[src/rtl/serial_adc_frame_decoder_pkg.sv]
// serial_adc_pkg
//   Shared definitions for the serial ADC frame decoder: parameter limits,
//   the frame FSM state type and the bit-insert helper used by every lane
//   shift register.
package serial_adc_pkg;

  localparam int unsigned MAX_CH    = 8;
  localparam int unsigned MAX_WORDS = 16;
  localparam int unsigned MAX_W     = 32;

  typedef enum logic {
    IDLE  = 1'b0,
    ARMED = 1'b1
  } fsm_state_e;

  // Shift one serial bit into a word of 'width' valid bits held in the low
  // bits of 'cur'. MSB-first shifts left with the new bit at bit 0, so the
  // first bit ends at the MSB. LSB-first shifts right with the new bit at
  // bit width-1, so the first bit ends at bit 0. Bits above 'width' are
  // don't-care and are dropped by the caller.
  function automatic logic [MAX_W-1:0] insert_bit(
    input logic [MAX_W-1:0] cur,
    input logic             bit_in,
    input logic             msb_first,
    input int unsigned      width
  );
    logic [MAX_W-1:0] res;
    if (msb_first) begin
      res = {cur[MAX_W-2:0], bit_in};
    end else begin
      res = (cur >> 1) | (MAX_W'(bit_in) << (width - 1));
    end
    return res;
  endfunction

endpackage

[src/rtl/serial_adc_frame_decoder_sync_edge_det.sv]
// sync_edge_det
//   Multi-stage synchroniser for asynchronous pins with edge detection on
//   the synchronised level. Every bit gets an identical chain so lanes that
//   share a clock pin stay aligned with it.
// Ports
//   clk_i    in   system clock
//   rst_i    in   asynchronous active-high reset, clears the chain to 0
//   async_i  in   WIDTH asynchronous inputs
//   level_o  out  synchronised level (last chain stage)
//   rise_o   out  level is 1 and was 0 one cycle earlier
//   fall_o   out  level is 0 and was 1 one cycle earlier
module sync_edge_det #(
  parameter int unsigned STAGES = 2,
  parameter int unsigned WIDTH  = 1
) (
  input  logic             clk_i,
  input  logic             rst_i,
  input  logic [WIDTH-1:0] async_i,
  output logic [WIDTH-1:0] level_o,
  output logic [WIDTH-1:0] rise_o,
  output logic [WIDTH-1:0] fall_o
);

  logic [WIDTH-1:0] chain_q [STAGES];
  logic [WIDTH-1:0] dly_q;

  always_ff @(posedge clk_i or posedge rst_i) begin
    if (rst_i) begin
      for (int i = 0; i < STAGES; i++) chain_q[i] <= '0;
      dly_q <= '0;
    end else begin
      chain_q[0] <= async_i;
      for (int i = 1; i < STAGES; i++) chain_q[i] <= chain_q[i-1];
      dly_q <= chain_q[STAGES-1];
    end
  end

  assign level_o = chain_q[STAGES-1];
  assign rise_o  = chain_q[STAGES-1] & ~dly_q;
  assign fall_o  = ~chain_q[STAGES-1] & dly_q;

endmodule

[src/rtl/serial_adc_frame_decoder.sv]
// serial_adc_frame_decoder
//   Multi-lane deserialiser for serial-output ADCs. DCLK, the frame enable
//   NVM and the SDO lanes are oversampled on clock_system; one bit per lane
//   is shifted on each synchronised DCLK falling edge inside a frame, and
//   complete words are published for all lanes at once.
//
//   state | meaning
//   IDLE  | no frame; waiting for a clean nvm rising edge
//   ARMED | frame active; DCLK falls shift bits, words are published
//
// Ports
//   clock_system  in   system clock
//   rst           in   asynchronous active-high reset
//   dclk          in   ADC serial clock (async)
//   nvm           in   ADC frame enable, high = frame active (async)
//   sdo           in   NUM_CH serial data lanes (async)
//   stat_clr      in   clears sample_count and overrun_err
//   data_out      out  last complete words, lane k at [k*DATA_W +: DATA_W]
//   data_valid    out  one-cycle pulse, data_out updated in the same cycle
//   word_idx      out  index of the published word within its frame
//   sample_count  out  completed words since reset/clear, wraps
//   frame_err     out  one-cycle pulse: frame ended inside a word
//   overrun_err   out  sticky: DCLK edge after the last expected word
module serial_adc_frame_decoder
  import serial_adc_pkg::*;
#(
  parameter int unsigned DATA_W          = 16,
  parameter int unsigned NUM_CH          = 2,
  parameter int unsigned WORDS_PER_FRAME = 1,
  parameter int unsigned CNT_W           = 18,
  parameter int unsigned SYNC_STAGES     = 2,
  parameter int unsigned MSB_FIRST       = 1
) (
  input  logic                     clock_system,
  input  logic                     rst,
  input  logic                     dclk,
  input  logic                     nvm,
  input  logic [NUM_CH-1:0]        sdo,
  input  logic                     stat_clr,
  output logic [NUM_CH*DATA_W-1:0] data_out,
  output logic                     data_valid,
  output logic [3:0]               word_idx,
  output logic [CNT_W-1:0]         sample_count,
  output logic                     frame_err,
  output logic                     overrun_err
);

  localparam int unsigned BCW = $clog2(DATA_W);
  localparam int unsigned WCW = $clog2(MAX_WORDS + 1);
  localparam logic [BCW-1:0] LAST_BIT = BCW'(DATA_W - 1);
  localparam logic [WCW-1:0] WORDS_C  = WCW'(WORDS_PER_FRAME);

  logic              dclk_s, dclk_fall, dclk_rise_unused;
  logic              nvm_s, nvm_rise, nvm_fall_unused;
  logic [NUM_CH-1:0] sdo_s, sdo_rise_unused, sdo_fall_unused;

  sync_edge_det #(.STAGES(SYNC_STAGES), .WIDTH(1)) u_sync_dclk (
    .clk_i   (clock_system),
    .rst_i   (rst),
    .async_i (dclk),
    .level_o (dclk_s),
    .rise_o  (dclk_rise_unused),
    .fall_o  (dclk_fall)
  );

  sync_edge_det #(.STAGES(SYNC_STAGES), .WIDTH(1)) u_sync_nvm (
    .clk_i   (clock_system),
    .rst_i   (rst),
    .async_i (nvm),
    .level_o (nvm_s),
    .rise_o  (nvm_rise),
    .fall_o  (nvm_fall_unused)
  );

  sync_edge_det #(.STAGES(SYNC_STAGES), .WIDTH(NUM_CH)) u_sync_sdo (
    .clk_i   (clock_system),
    .rst_i   (rst),
    .async_i (sdo),
    .level_o (sdo_s),
    .rise_o  (sdo_rise_unused),
    .fall_o  (sdo_fall_unused)
  );

  fsm_state_e              state_q;
  logic [BCW-1:0]          bit_cnt_q;
  logic [WCW-1:0]          word_cnt_q;
  logic [NUM_CH*DATA_W-1:0] data_out_q;
  logic                    data_valid_q;
  logic [3:0]              word_idx_q;
  logic [CNT_W-1:0]        sample_count_q;
  logic                    frame_err_q;
  logic                    overrun_q;
  // Fills with ones after reset; its top bit marks the point where the nvm
  // edge detector compares two real pin samples. Until then the chain is
  // still flushing its reset zeros, and a "rise" would only mean nvm was
  // already high when reset was released, i.e. a frame already in progress.
  logic [SYNC_STAGES:0]    warm_q;

  logic                     shift_en;
  logic [NUM_CH*DATA_W-1:0] shift_d;

  // Frame end wins over a coincident DCLK fall, and nothing shifts once all
  // words of the frame have been collected.
  assign shift_en = (state_q == ARMED) && nvm_s && dclk_fall && (word_cnt_q != WORDS_C);

  for (genvar k = 0; k < NUM_CH; k++) begin : g_lane
    logic [DATA_W-1:0] lane_q;

    assign shift_d[k*DATA_W +: DATA_W] =
      DATA_W'(insert_bit(MAX_W'(lane_q), sdo_s[k], MSB_FIRST != 0, DATA_W));

    always_ff @(posedge clock_system or posedge rst) begin
      if (rst) begin
        lane_q <= '0;
      end else if (shift_en) begin
        lane_q <= shift_d[k*DATA_W +: DATA_W];
      end
    end
  end

  always_ff @(posedge clock_system or posedge rst) begin
    if (rst) begin
      state_q        <= IDLE;
      bit_cnt_q      <= '0;
      word_cnt_q     <= '0;
      data_out_q     <= '0;
      data_valid_q   <= 1'b0;
      word_idx_q     <= '0;
      sample_count_q <= '0;
      frame_err_q    <= 1'b0;
      overrun_q      <= 1'b0;
      warm_q         <= '0;
    end else begin
      warm_q       <= {warm_q[SYNC_STAGES-1:0], 1'b1};
      data_valid_q <= 1'b0;
      frame_err_q  <= 1'b0;

      // A word completing in the same cycle overrides the clear below with 1,
      // and an overrun in the same cycle overrides it with 1.
      if (stat_clr) begin
        sample_count_q <= '0;
        overrun_q      <= 1'b0;
      end

      case (state_q)
        IDLE: begin
          bit_cnt_q  <= '0;
          word_cnt_q <= '0;
          if (nvm_rise && warm_q[SYNC_STAGES]) state_q <= ARMED;
        end

        ARMED: begin
          if (!nvm_s) begin
            state_q    <= IDLE;
            bit_cnt_q  <= '0;
            word_cnt_q <= '0;
            if (bit_cnt_q != '0) frame_err_q <= 1'b1;
          end else if (dclk_fall) begin
            if (word_cnt_q == WORDS_C) begin
              overrun_q <= 1'b1;
            end else if (bit_cnt_q == LAST_BIT) begin
              // Publish straight from the shift path so the last bit lands
              // in data_out on the same edge it is sampled.
              data_out_q     <= shift_d;
              data_valid_q   <= 1'b1;
              word_idx_q     <= word_cnt_q[3:0];
              sample_count_q <= stat_clr ? CNT_W'(1) : sample_count_q + CNT_W'(1);
              bit_cnt_q      <= '0;
              word_cnt_q     <= word_cnt_q + 1'b1;
            end else begin
              bit_cnt_q <= bit_cnt_q + 1'b1;
            end
          end
        end

        default: state_q <= IDLE;
      endcase
    end
  end

  assign data_out     = data_out_q;
  assign data_valid   = data_valid_q;
  assign word_idx     = word_idx_q;
  assign sample_count = sample_count_q;
  assign frame_err    = frame_err_q;
  assign overrun_err  = overrun_q;

endmodule

[config.mk]
export PLATFORM = sky130hd
export DESIGN_NAME = serial_adc_frame_decoder
export DESIGN_NICKNAME = d
export VERILOG_FILES = /design/src/rtl/serial_adc_frame_decoder_pkg.sv /design/src/rtl/serial_adc_frame_decoder_sync_edge_det.sv /design/src/rtl/serial_adc_frame_decoder.sv
export SDC_FILE = /design/constraint.sdc
export NUM_CORES = 1
export LEC_CHECK = 0
export CORE_MARGIN = 4
export CORE_UTILIZATION = 58
export DETAILED_ROUTE_END_ITERATION = 12
export GPL_ROUTABILITY_DRIVEN = 0
export MAX_ROUTING_LAYER = met4
export PLACE_DENSITY = 0.95
export SLEW_MARGIN = 20
export SYNTH_ARGS = -nofsm -noshare
export SYNTH_HDL_FRONTEND = slang
export SYNTH_SLANG_ARGS = --single-unit
[constraint.sdc]
create_clock -name clock_system -period 7.6 [get_ports clock_system]
set_input_delay 1.14 -clock clock_system [delete_from_list [all_inputs] [get_ports clock_system]]
set_output_delay 1.14 -clock clock_system [all_outputs]
set_load 0.1 [all_outputs]
After elaboration in Yosys (flattened, before gate mapping):

Cells that the tools add are included.

* bits in registers: 110
* latch bits: 0
* bits in writable memories: 0
* ROM bits: 0
* bits of input ports: 7
* output and inout bits: 57
* word-level logic and storage cells: 76
* memories: 0

* add/subtract/negate cells: 3
* multipliers: 0
* divide/modulo/power cells: 0
* $lt $le $gt $ge: 0
* equality and inequality tests: 6
* shifts and indexed selects: 0
* muxes and demuxes: 33
* bitwise logic cells: 6
* reductions and logical operators: 8

Operators with widths (number)
* 18-bit two-way mux: 7
* 5-bit two-way mux: 4
* 18-bit by 1-bit adder with 18-bit output (second input constant): 1
* 4-bit two-way mux: 4
* 1-bit two-way mux: 15
* 5-bit case mux with 2 select lines: 1
* 3-bit inequality test (second input constant): 3
* 4-bit case mux with 2 select lines: 1
* 5-bit by 1-bit adder with 5-bit output (second input constant): 1
* 5-bit by 1-bit equality test with 1-bit output (second input constant): 1
* 5-bit by 1-bit inequality test with 1-bit output (second input constant): 1
* 5-bit AND reduction: 1
* 4-bit by 1-bit adder with 4-bit output (second input constant): 1
* 4-bit equality test (second input constant): 1
* 1-bit logical AND: 4
* 1-bit inverter: 4
* 4-bit nonzero test: 1
* 3-bit AND reduction: 1
* 1-bit AND: 2
* 1-bit case mux with 2 select lines: 1
* 2-bit AND reduction: 1

Longest topological paths before layout:

Gate-level depths: netlist of run 1.

* depth after elaboration: 7
* depth in mapped cells: 10
* depth with buffers taken out: 8

Hierarchy:

A second synthesis of run 1 with hierarchy kept.

* cell total of the unflattened synthesis: 415
* area total of the unflattened synthesis: 4516.8 sq um

Modules (own cells, without submodules)
* serial_adc_frame_decoder: instances 1, cells each 390, area each 4125.2 sq um, sequential area each 2502.4 sq um
* sync_edge_det (u_sync_sdo): instances 1, cells each 13, area each 203.9 sq um, sequential area each 150.1 sq um
* sync_edge_det (u_sync_dclk ...): instances 2, cells each 6, area each 93.8 sq um, sequential area each 75.1 sq um

Least setup slack after synthesis of run 1:

Ideal clock, no wire load.

* path kind: register to register
* start: reg sample_count_q[4], in the netlist sample_count[4]
* end: reg sample_count_q[11], in the netlist sample_count[11]
* library setup time: 78 ps
* arrival: 2188 ps
* required time: 7522 ps
* slack: 5334 ps
* cell stages (with the launch flop): 6
* path buffers: 1
* clock period less this slack: 2266 ps
* cells stage by stage: dfrtp_1 and4_1 buf_2 nand3_1 or4_1 a21oi_1

* cells in the longest elaborated chain, start to end: 7

RTL lines
* from (decl): line serial_adc_frame_decoder.sv:90 `logic [CNT_W-1:0] sample_count_q;`
* from (signal assigned): line serial_adc_frame_decoder.sv:167 `sample_count_q <= stat_clr ? CNT_W'(1) : sample_count_q + CNT_W'(1);`
* 18-bit by 1-bit adder with 18-bit output: line serial_adc_frame_decoder.sv:167
* 18-bit two-way mux: line serial_adc_frame_decoder.sv:167
* 18-bit two-way mux: line serial_adc_frame_decoder.sv:161 `end else if (bit_cnt_q == LAST_BIT) begin`
* 18-bit two-way mux: line serial_adc_frame_decoder.sv:159 `if (word_cnt_q == WORDS_C) begin`
* 18-bit two-way mux: line serial_adc_frame_decoder.sv:158 `end else if (dclk_fall) begin`
* 18-bit two-way mux: line serial_adc_frame_decoder.sv:153 `if (!nvm_s) begin`
* 18-bit two-way mux: line serial_adc_frame_decoder.sv:145 `case (state_q)`

No other way between the ends.
A chain may end at the register's enable or synchronous reset.

Worst setup path after layout of run 1:

* start: reg sample_count_q[5], in the netlist sample_count[5]
* end: out sample_count[5]

RTL lines
* to (decl): line serial_adc_frame_decoder.sv:43 `output logic [CNT_W-1:0] sample_count,`

No word-level cell between the ends.

==> results.cfg, run 1 <==
[outcome]
status = complete, no violations

[logic_synthesis]
yosysTopAreaCellShare = 0.615
synth.avg_cell_area_um2 = 13.6
syn_inst = 328
async_flop_share = 1.00
ys_warn_count = 0
synth-seq-cells = 110
syn-num-nets = 340
synth_seq_area_share = 0.615
synth.most_common_cell = dfrtp_1
synth_area_leaders = dfrtp_1, mux2_2, mux2_4
synth_edf_count = 0
ys_types = 40
synth_ff_type = dfrtp_1
yosysTopAreaCell = dfrtp_1
netlist_top_cells_count = dfrtp_1, mux2_2, a21oi_1
synth_area_um2 = 4480

[critical_path]
reg2reg_setup_slack_ps = 4940
crit_arrival_ps = 1960
reg2reg_from = word_cnt_q[0]$_DFFE_PP0P_
critPathMaxStageDelay_ps = 1160
crit_chain = clkdlybuf4s50_1
critPathRequiredTime_ps = 6460
critPathCaptureType = output pin
r2r_cells = 7
slowest_stage = clkdlybuf4s50_1
worst-setup-path-type = flop to output pin
timing.rr.end = data_out[29]$_DFFE_PP0P_
critical_path.top_delay_family = buffers and inverters
crit_path_max_fanout = 6
critPathLaunchType = flop
path_buf_inv = 1

[cells_and_area]
stdcell_area_um2 = 5360
syn_to_final_growth_pct = 19.8
antenna_cells = 0
drive_above_1_share = 0.228
nNetsFinal = 403

[grt]
grt_pass1_wl_um = 14000
grt_pass1_vias = 2908
grt.total_usage = 0.206
grt_overflow = 0
antenna_found_initial = 0
grt_max_degree = 73

[clock_tree]
path_clk_slew_ps = 100
ctsLongestPathBuffers = 2
post_cts_buffers = 0
cts_root_buf = clkbuf_8
cts_buffers = 9
clk_latency_ps = 370
cts.sinks = 110
h-tree-depth = 3
ctsResizeCount = 0
hold_buffers = 0
cts_tree = done

[flow_run]
max_cap_violations = 0

[timing]
clock-skew-final_ps = 18.9
drv_slew = 0
hold_violations = 0
period_minus_slack_ps = 3100
finalSetupViolations = 0
worst_pin_slew_ps = 1010
slew_headroom = 0.324
tns_ps = 0
rsz0062_at_grt = no
max_freq_ghz = 0.322
period_share = 0.408

[routing]
routed_wirelength_um = 8380
drcViolationCount = 0
viasPerCell = 5.70
via_count = 2815
wire_per_inst_um = 17.0
first_pass_iters = 6
drt-initial-drc-count = 137
final_antenna_net_count = 0

[floorplanning]
die_width_um = 95.8
coreArea_um2 = 7370
die_h_um = 95.8
initial_utilization = 0.607
rows = 31
dieArea_um2 = 9190
io_pins = 64

[place]
dpl-instance-area_um2 = 5170
dp.final_hpwl_um = 5720
numPortBuffers = 63

[power_and_ir_drop]
p_leak_nw = 2.40
ir_drop_v = 0.000169
p_per_area_nw_per_um2 = 183

[worst_hold_path]
min_delay_path_depth = 0
holdPathEnd = u_sync_dclk.level_o$_DFF_PP0_
min-delay-start = u_sync_dclk.chain_q[1]$_DFF_PP0_
hp-class = flop to flop
-- worst max path at each step --
| stage | from | end | slack, ps | cells after the start |
|---|---|---|---|---|
| 6_report | sample_count[5]$_DFF_PP0_ | sample_count[5] | 4500 | 1 |
| 5_1_grt | sample_count[10]$_DFF_PP0_ | sample_count[10] | 4430 | 1 |
| 4_1_cts | sample_count[3]$_DFF_PP0_ | sample_count[3] | 4480 | 1 |
| 3_5_place_dp | rst | data_out[7]$_DFFE_PP0P_ | 4750 | 3 |
| 3_3_place_gp | rst | sample_count[5]$_DFF_PP0_ | 4790 | 3 |
| 2_1_floorplan | rst | bit_cnt_q[0]$_DFFE_PP0P_ | 3560 | 1 |
-- worst register-to-register path: stages (launching register included) --
cell	delay [ps]
dfrtp_1	440
ha_1	250
nor4b_4	150
nor2_2	110
buf_4	380
nand2_2	100
inv_2	700
mux2_2	440
-- power breakdown --
part / internal, W / total [W] / switching, W
clock: 0.000162 / 0.000347 / 0.000185
sequential: 0.000596 / 0.000604 / 0.00000796
combinational: 0.0000106 / 0.0000283 / 0.0000177
-- state kept, by name, summed over array words and instances, names as in the netlist, 2 cells and up --
name	flops
u_sync_sdo.level_o	2
data_out	32
g_lane.lane_q	30
warm_q	3
word_idx	4
bit_cnt_q	4
word_cnt_q	5
sample_count	18
u_sync_sdo.chain_q	2
-- metal layers --
| metal | share of wire | global-route usage | wire length (µm) | vias to the layer above |
|---|---|---|---|---|
| met5 | 0 | - | 0 | - |
| met4 | 0.010 | 0.0557 | 85 | 0 |
| met3 | 0.068 | 0.0813 | 572 | 10 |
| met2 | 0.50 | 0.325 | 4220 | 91 |
| met1 | 0.42 | 0.247 | 3500 | 1409 |
| li1 | - | - | - | 1305 |
-- layout by cell type (no fill, tap or decap), types with 8 or more instances in the layout --
cell type / n
a21oi_1: 19
clkbuf_8: 10
clkdlybuf4s50_1: 63
dfrtp_1: 110
inv_1: 8
mux2_2: 59
nand2_1: 10
nand3_1: 10
nand4_1: 8
nor2_1: 9
o21ai_0: 9
-- layout make-up --
type,instances,area (µm²)
inverters,10,40.0
repair buffers,65,646
clock inverters,4,55.1
well taps,99,124
fillers,505,2010
flip-flops and latches,110,2750
clock buffers,11,141
multi-input cells,195,1600
-- through the flow --
stage | utilization | power (W) | setup slack, ps | hold WS, ps | std cells
finish | 0.728 | 0.000979 | 4500 | 356 | 494
global route | 0.728 | 0.00102 | 4430 | 362 | 494
CTS | 0.728 | 0.000988 | 4480 | 360 | 494
detailed placement | 0.701 | 0.000644 | 4750 | 337 | 479
global placement | 0.701 | 0.000642 | 4790 | 332 | 479
floorplan | - | 0.000633 | 3560 | 331 | 328
-- kinds of logic (layout without fill, tap and decap cells) --
family | after synthesis | in the layout | synth area share
other | 1 | 1 | 0.000838
xor gates and xnor gates | 8 | 8 | 0.0157
adders and majority gates | 5 | 5 | 0.0140
DFF | 110 | 110 | 0.615
AOI/OAI and AO/OA | 37 | 37 | 0.0464
buffers and inverters | 23 | 90 | 0.0271
and+or+nand+nor | 77 | 77 | 0.107
muxes | 67 | 67 | 0.174
(Power assumes the default switching activity.)
==> inputs of run 2 (changes only) <==
CORE_UTILIZATION = 54   (was 58)
PLACE_DENSITY = 0.9   (was 0.95)
clock period = 3.1 ns   (was 7.6 ns; I/O delays follow)
==> results.cfg, run 2 (same netlist as run 1, synthesis figures left out) <==
[worst_hold_path]
holdPathEnd = u_sync_nvm.level_o$_DFF_PP0_
hp-class = flop to flop
min_delay_path_depth = 0
min-delay-start = u_sync_nvm.chain_q[1]$_DFF_PP0_

[critical_path]
crit_arrival_ps = 2470
reg2reg_setup_slack_ps = 920
reg2reg_from = bit_cnt_q[0]$_DFFE_PP0P_
r2r_cells = 5
worst-setup-path-type = flop to flop
timing.rr.end = sample_count[15]$_DFF_PP0_
crit_path_max_fanout = 12
critPathLaunchType = flop
critPathCaptureType = flop
critPathRequiredTime_ps = 3390

[power_and_ir_drop]
p_per_area_nw_per_um2 = 464
p_leak_nw = 2.53
ir_drop_v = 0.000261

[timing]
period_minus_slack_ps = 2180
drv_slew = 0
clock-skew-final_ps = 11.1
fin_hold_ws_ps = 358
slew_headroom = 0.467
tns_ps = 0
rsz0062_at_grt = no
worst_pin_slew_ps = 799
period_share = 0.704
finalSetupViolations = 0
hold_violations = 0
max_freq_ghz = 0.459

[clock_tree]
cts_root_buf = clkbuf_8
clk_latency_ps = 370
cts_tree = done
cts_buffers = 9
ctsLongestPathBuffers = 2
post_cts_buffers = 0
hold_buffers = 0
path_clk_slew_ps = 110
ctsResizeCount = 0
cts.sinks = 110
h-tree-depth = 3

[grt]
met1_usage = 0.240
grt_overflow = 0
met3_usage = 0.0453
met2_usage = 0.272
grt_pass1_vias = 2788
grt.total_usage = 0.180
grt_pass1_wl_um = 13600
grt_max_degree = 68
antenna_found_initial = 0
top_usage_layer = met2

[cells_and_area]
largest_reg_flops = 32
drive_above_1_share = 0.378
final_common_cell = dfrtp_1
nNetsFinal = 406
layout_common_cells = dfrtp_1, buf_4, mux2_2, a21oi_1
antenna_cells = 0
syn_to_final_growth_pct = 17.4

[routing]
drcViolationCount = 0
viasPerCell = 5.58
wire_per_inst_um = 16.2
routed_wirelength_um = 8090
final_antenna_net_count = 0
first_pass_iters = 4
drt-initial-drc-count = 146
via_count = 2797

[floorplanning]
rows = 32
coreArea_um2 = 7890
initial_utilization = 0.567
io_pins = 64
die_h_um = 99.0
dieArea_um2 = 9810
die_width_um = 99.0

[place]
dp.final_hpwl_um = 5730
numPortBuffers = 63

[outcome]
status = complete, no violations

[flow_run]
max_cap_violations = 0
## run 2: metrics by stage
stage / worst slack, ps / instances / power [W] / area [µm²] / util
floorplan: 834 / 328 / 0.00155 / 4480 / -
global placement: 1070 / 485 / 0.00157 / 5050 / 0.640
detailed placement: 1010 / 485 / 0.00158 / 5050 / 0.640
CTS: 984 / 501 / 0.00246 / 5260 / 0.666
global route: 826 / 501 / 0.00254 / 5260 / 0.666
finish: 919 / 501 / 0.00244 / 5260 / 0.666
## run 2: critical path, stage by stage (launching register included)
cell and delay (ps):
dfrtp_1 440, ha_1 250, and4_1 280, nand4_1 370, or4_1 600, a21oi_1 160
## run 2: worst max-delay path by stage
stage | end | slack (ps) | start
after floorplan | sample_count[11]$_DFF_PP0_ | 830 | sample_count[4]$_DFF_PP0_
after global placement | sample_count[14]$_DFF_PP0_ | 1070 | sample_count[1]$_DFF_PP0_
after detailed placement | data_out[6]$_DFFE_PP0P_ | 1010 | word_cnt_q[0]$_DFFE_PP0P_
after CTS | data_out[28]$_DFFE_PP0P_ | 980 | word_cnt_q[0]$_DFFE_PP0P_
after global routing | sample_count[15]$_DFF_PP0_ | 830 | bit_cnt_q[0]$_DFFE_PP0P_
final | sample_count[15]$_DFF_PP0_ | 920 | bit_cnt_q[0]$_DFFE_PP0P_
## run 2: per-layer routing
layer	part of all wire	wire length, µm	up-vias
met5	0	0	-
met4	0.017	140	0
met3	0.067	543	18
met2	0.49	3980	84
met1	0.42	3420	1382
li1	-	-	1313
## run 2: area by class of cell
type                    count  area (µm²)
repair buffers             68         526
well taps                 102         128
fillers                   570        2630
clock inverters             6        77.6
clock buffers              10         128
multi-input cells         195        1600
inverters                  10        41.3
flip-flops and latches    110        2750
## run 2: power breakdown
group	switching [W]	internal, W	leakage, nW
Combinational	0.0000429	0.0000267	0.930
Clock	0.000499	0.000390	0.101
Sequential	0.0000181	0.00146	1.50
Total	0.000560	0.00188	2.53
==> inputs of run 3 (changes only) <==
clock period = 2.3 ns   (was 3.1 ns; I/O delays follow)
==> results.cfg, run 3 (same netlist as run 1, synthesis figures left out) <==
[power_and_ir_drop]
finalPower_w = 0.00312
p_sw_frac = 0.229
power.share.clock = 0.330
intPower_w = 0.00241
ir_drop_v = 0.000531
p_per_area_nw_per_um2 = 592
seq_power_share = 0.639
p_leak_nw = 2.54
pwr-share-comb = 0.032
p_sw_w = 0.000713

[grt]
grt_max_degree = 60
grt_overflow = 0
antenna_found_initial = 0
grt_pass1_wl_um = 14500
grt.total_usage = 0.188
grt_pass1_vias = 3028

[cells_and_area]
instances_no_fill = 504
nFillCells = 567
antenna_cells = 0
syn_to_final_growth_pct = 17.7
nNetsFinal = 409
final_common_cell = dfrtp_1
drive_above_1_share = 0.381
layout_common_cells = dfrtp_1, buf_4, mux2_2, a21oi_1
largest_reg_flops = 32
final_util = 0.668

[timing]
worst_pin_slew_ps = 607
slew_headroom = 0.596
period_share = 0.924
clock-skew-final_ps = 13.3
drv_slew = 0
fin_hold_ws_ps = 356
hold_violations = 0
max_freq_ghz = 0.471
period_minus_slack_ps = 2130
finalSetupViolations = 0
tns_ps = 0
rsz0062_at_grt = no

[clock_tree]
clk_latency_ps = 370
h-tree-depth = 3
hold_buffers = 0
cts_root_buf = clkbuf_8
ctsResizeCount = 0
path_clk_slew_ps = 100
post_cts_buffers = 0
cts_tree = done
cts.sinks = 110
ctsLongestPathBuffers = 2
cts_buffers = 9

[critical_path]
critPathCaptureType = flop
critPathLaunchType = flop
worst-setup-path-type = flop to flop
crit_arrival_ps = 2410
crit_path_max_fanout = 12
critPathMaxStageDelay_ps = 530
crit_chain = ha_1, and4_1, nand4_1, or4_1, a21oi_1
slowest_stage = or4_1
critPathRequiredTime_ps = 2580

[routing]
routed_wirelength_um = 8370
first_pass_iters = 4
drt-initial-drc-count = 149
final_antenna_net_count = 0
via_count = 2862
drcViolationCount = 0
wire_per_inst_um = 16.6
viasPerCell = 5.68

[place]
dp.final_hpwl_um = 5840
dpl.cell_count = 488
numPortBuffers = 63

[floorplanning]
die_width_um = 99.0
initial_utilization = 0.567
io_pins = 64
dieArea_um2 = 9810
die_h_um = 99.0
rows = 32
coreArea_um2 = 7890

[worst_hold_path]
hp-class = flop to flop

[flow_run]
max_cap_violations = 0

[outcome]
status = complete, no violations
[run 3: cell types whose count changed in the layout (fill, tap and decap cells not counted)]
cell,change
buf_4,+1
clkinv_4,+2
clkinvlp_4,-1
buf_12,+2
inv_8,-2
clkinv_2,+2
inv_6,-1
bufinv_16,-1
clkbuf_1,+1
[run 3: power by group through the flow]
stage	Clock, W	Sequential [W]	Combinational, W
after global placement	0	0.00203	0.000100
final	0.00103	0.00199	0.0000995
after floorplan	0	0.00202	0.0000680
after CTS	0.00106	0.00199	0.000103
after global routing	0.00115	0.00200	0.000113
after detailed placement	0	0.00203	0.000103
[run 3: worst paths after layout]
| check | start | to | slack [ps] | cells after the start |
|---|---|---|---|---|
| max in group asynchronous | rst | g_lane[1].lane_q[13]$_DFFE_PP0P_ | 1330 | 3 |
| min in group asynchronous | rst | sample_count[1]$_DFF_PP0_ | 420 | 3 |
| worst min-delay path | u_sync_dclk.chain_q[1]$_DFF_PP0_ | u_sync_dclk.level_o$_DFF_PP0_ | 360 | 0 |
| worst max-delay path | bit_cnt_q[1]$_DFFE_PP0P_ | sample_count[12]$_DFF_PP0_ | 170 | 5 |
| worst min register to register | u_sync_dclk.chain_q[1]$_DFF_PP0_ | u_sync_dclk.level_o$_DFF_PP0_ | 360 | 0 |
| worst max register to register | bit_cnt_q[1]$_DFFE_PP0P_ | sample_count[12]$_DFF_PP0_ | 170 | 5 |
[run 3: final cells by class]
cell class / count / area, µm² / area share
sequential: 110 / 2750 / 0.523
tap: 102 / 128 / 0.0242
timing repair buffer: 71 / 573 / 0.109
multi-input combinational: 195 / 1600 / 0.305
clock inverter: 5 / 36.3 / 0.00689
clock buffer: 11 / 131 / 0.0249
inverter: 10 / 41.3 / 0.00784
[run 3: worst max-delay path, delay by kind of cell, from the launching register on]
| family | cells | cell delay (ps) |
|---|---|---|
| AO/OA/AOI/OAI | 1 | 190 |
| AND/OR/NAND/NOR | 3 | 1180 |
| flip-flops | 1 | 430 |
| adder cells (fa/ha/maj) | 1 | 260 |
[run 3: metal layers]
| layer | routed length, µm | share of wire | track usage |
|---|---|---|---|
| met4 | 149 | 0.018 | 0.0578 |
| met3 | 626 | 0.075 | 0.0623 |
| met2 | 4060 | 0.49 | 0.300 |
| met5 | 0 | 0 | - |
| met1 | 3530 | 0.42 | 0.228 |
[run 3: metrics by stage]
stage               area, µm²  setup WS, ps
detailed placement       5100           245
CTS                      5270           234
global route             5270          44.3
finish                   5270           175
floorplan                4480          33.6
global placement         5100           401
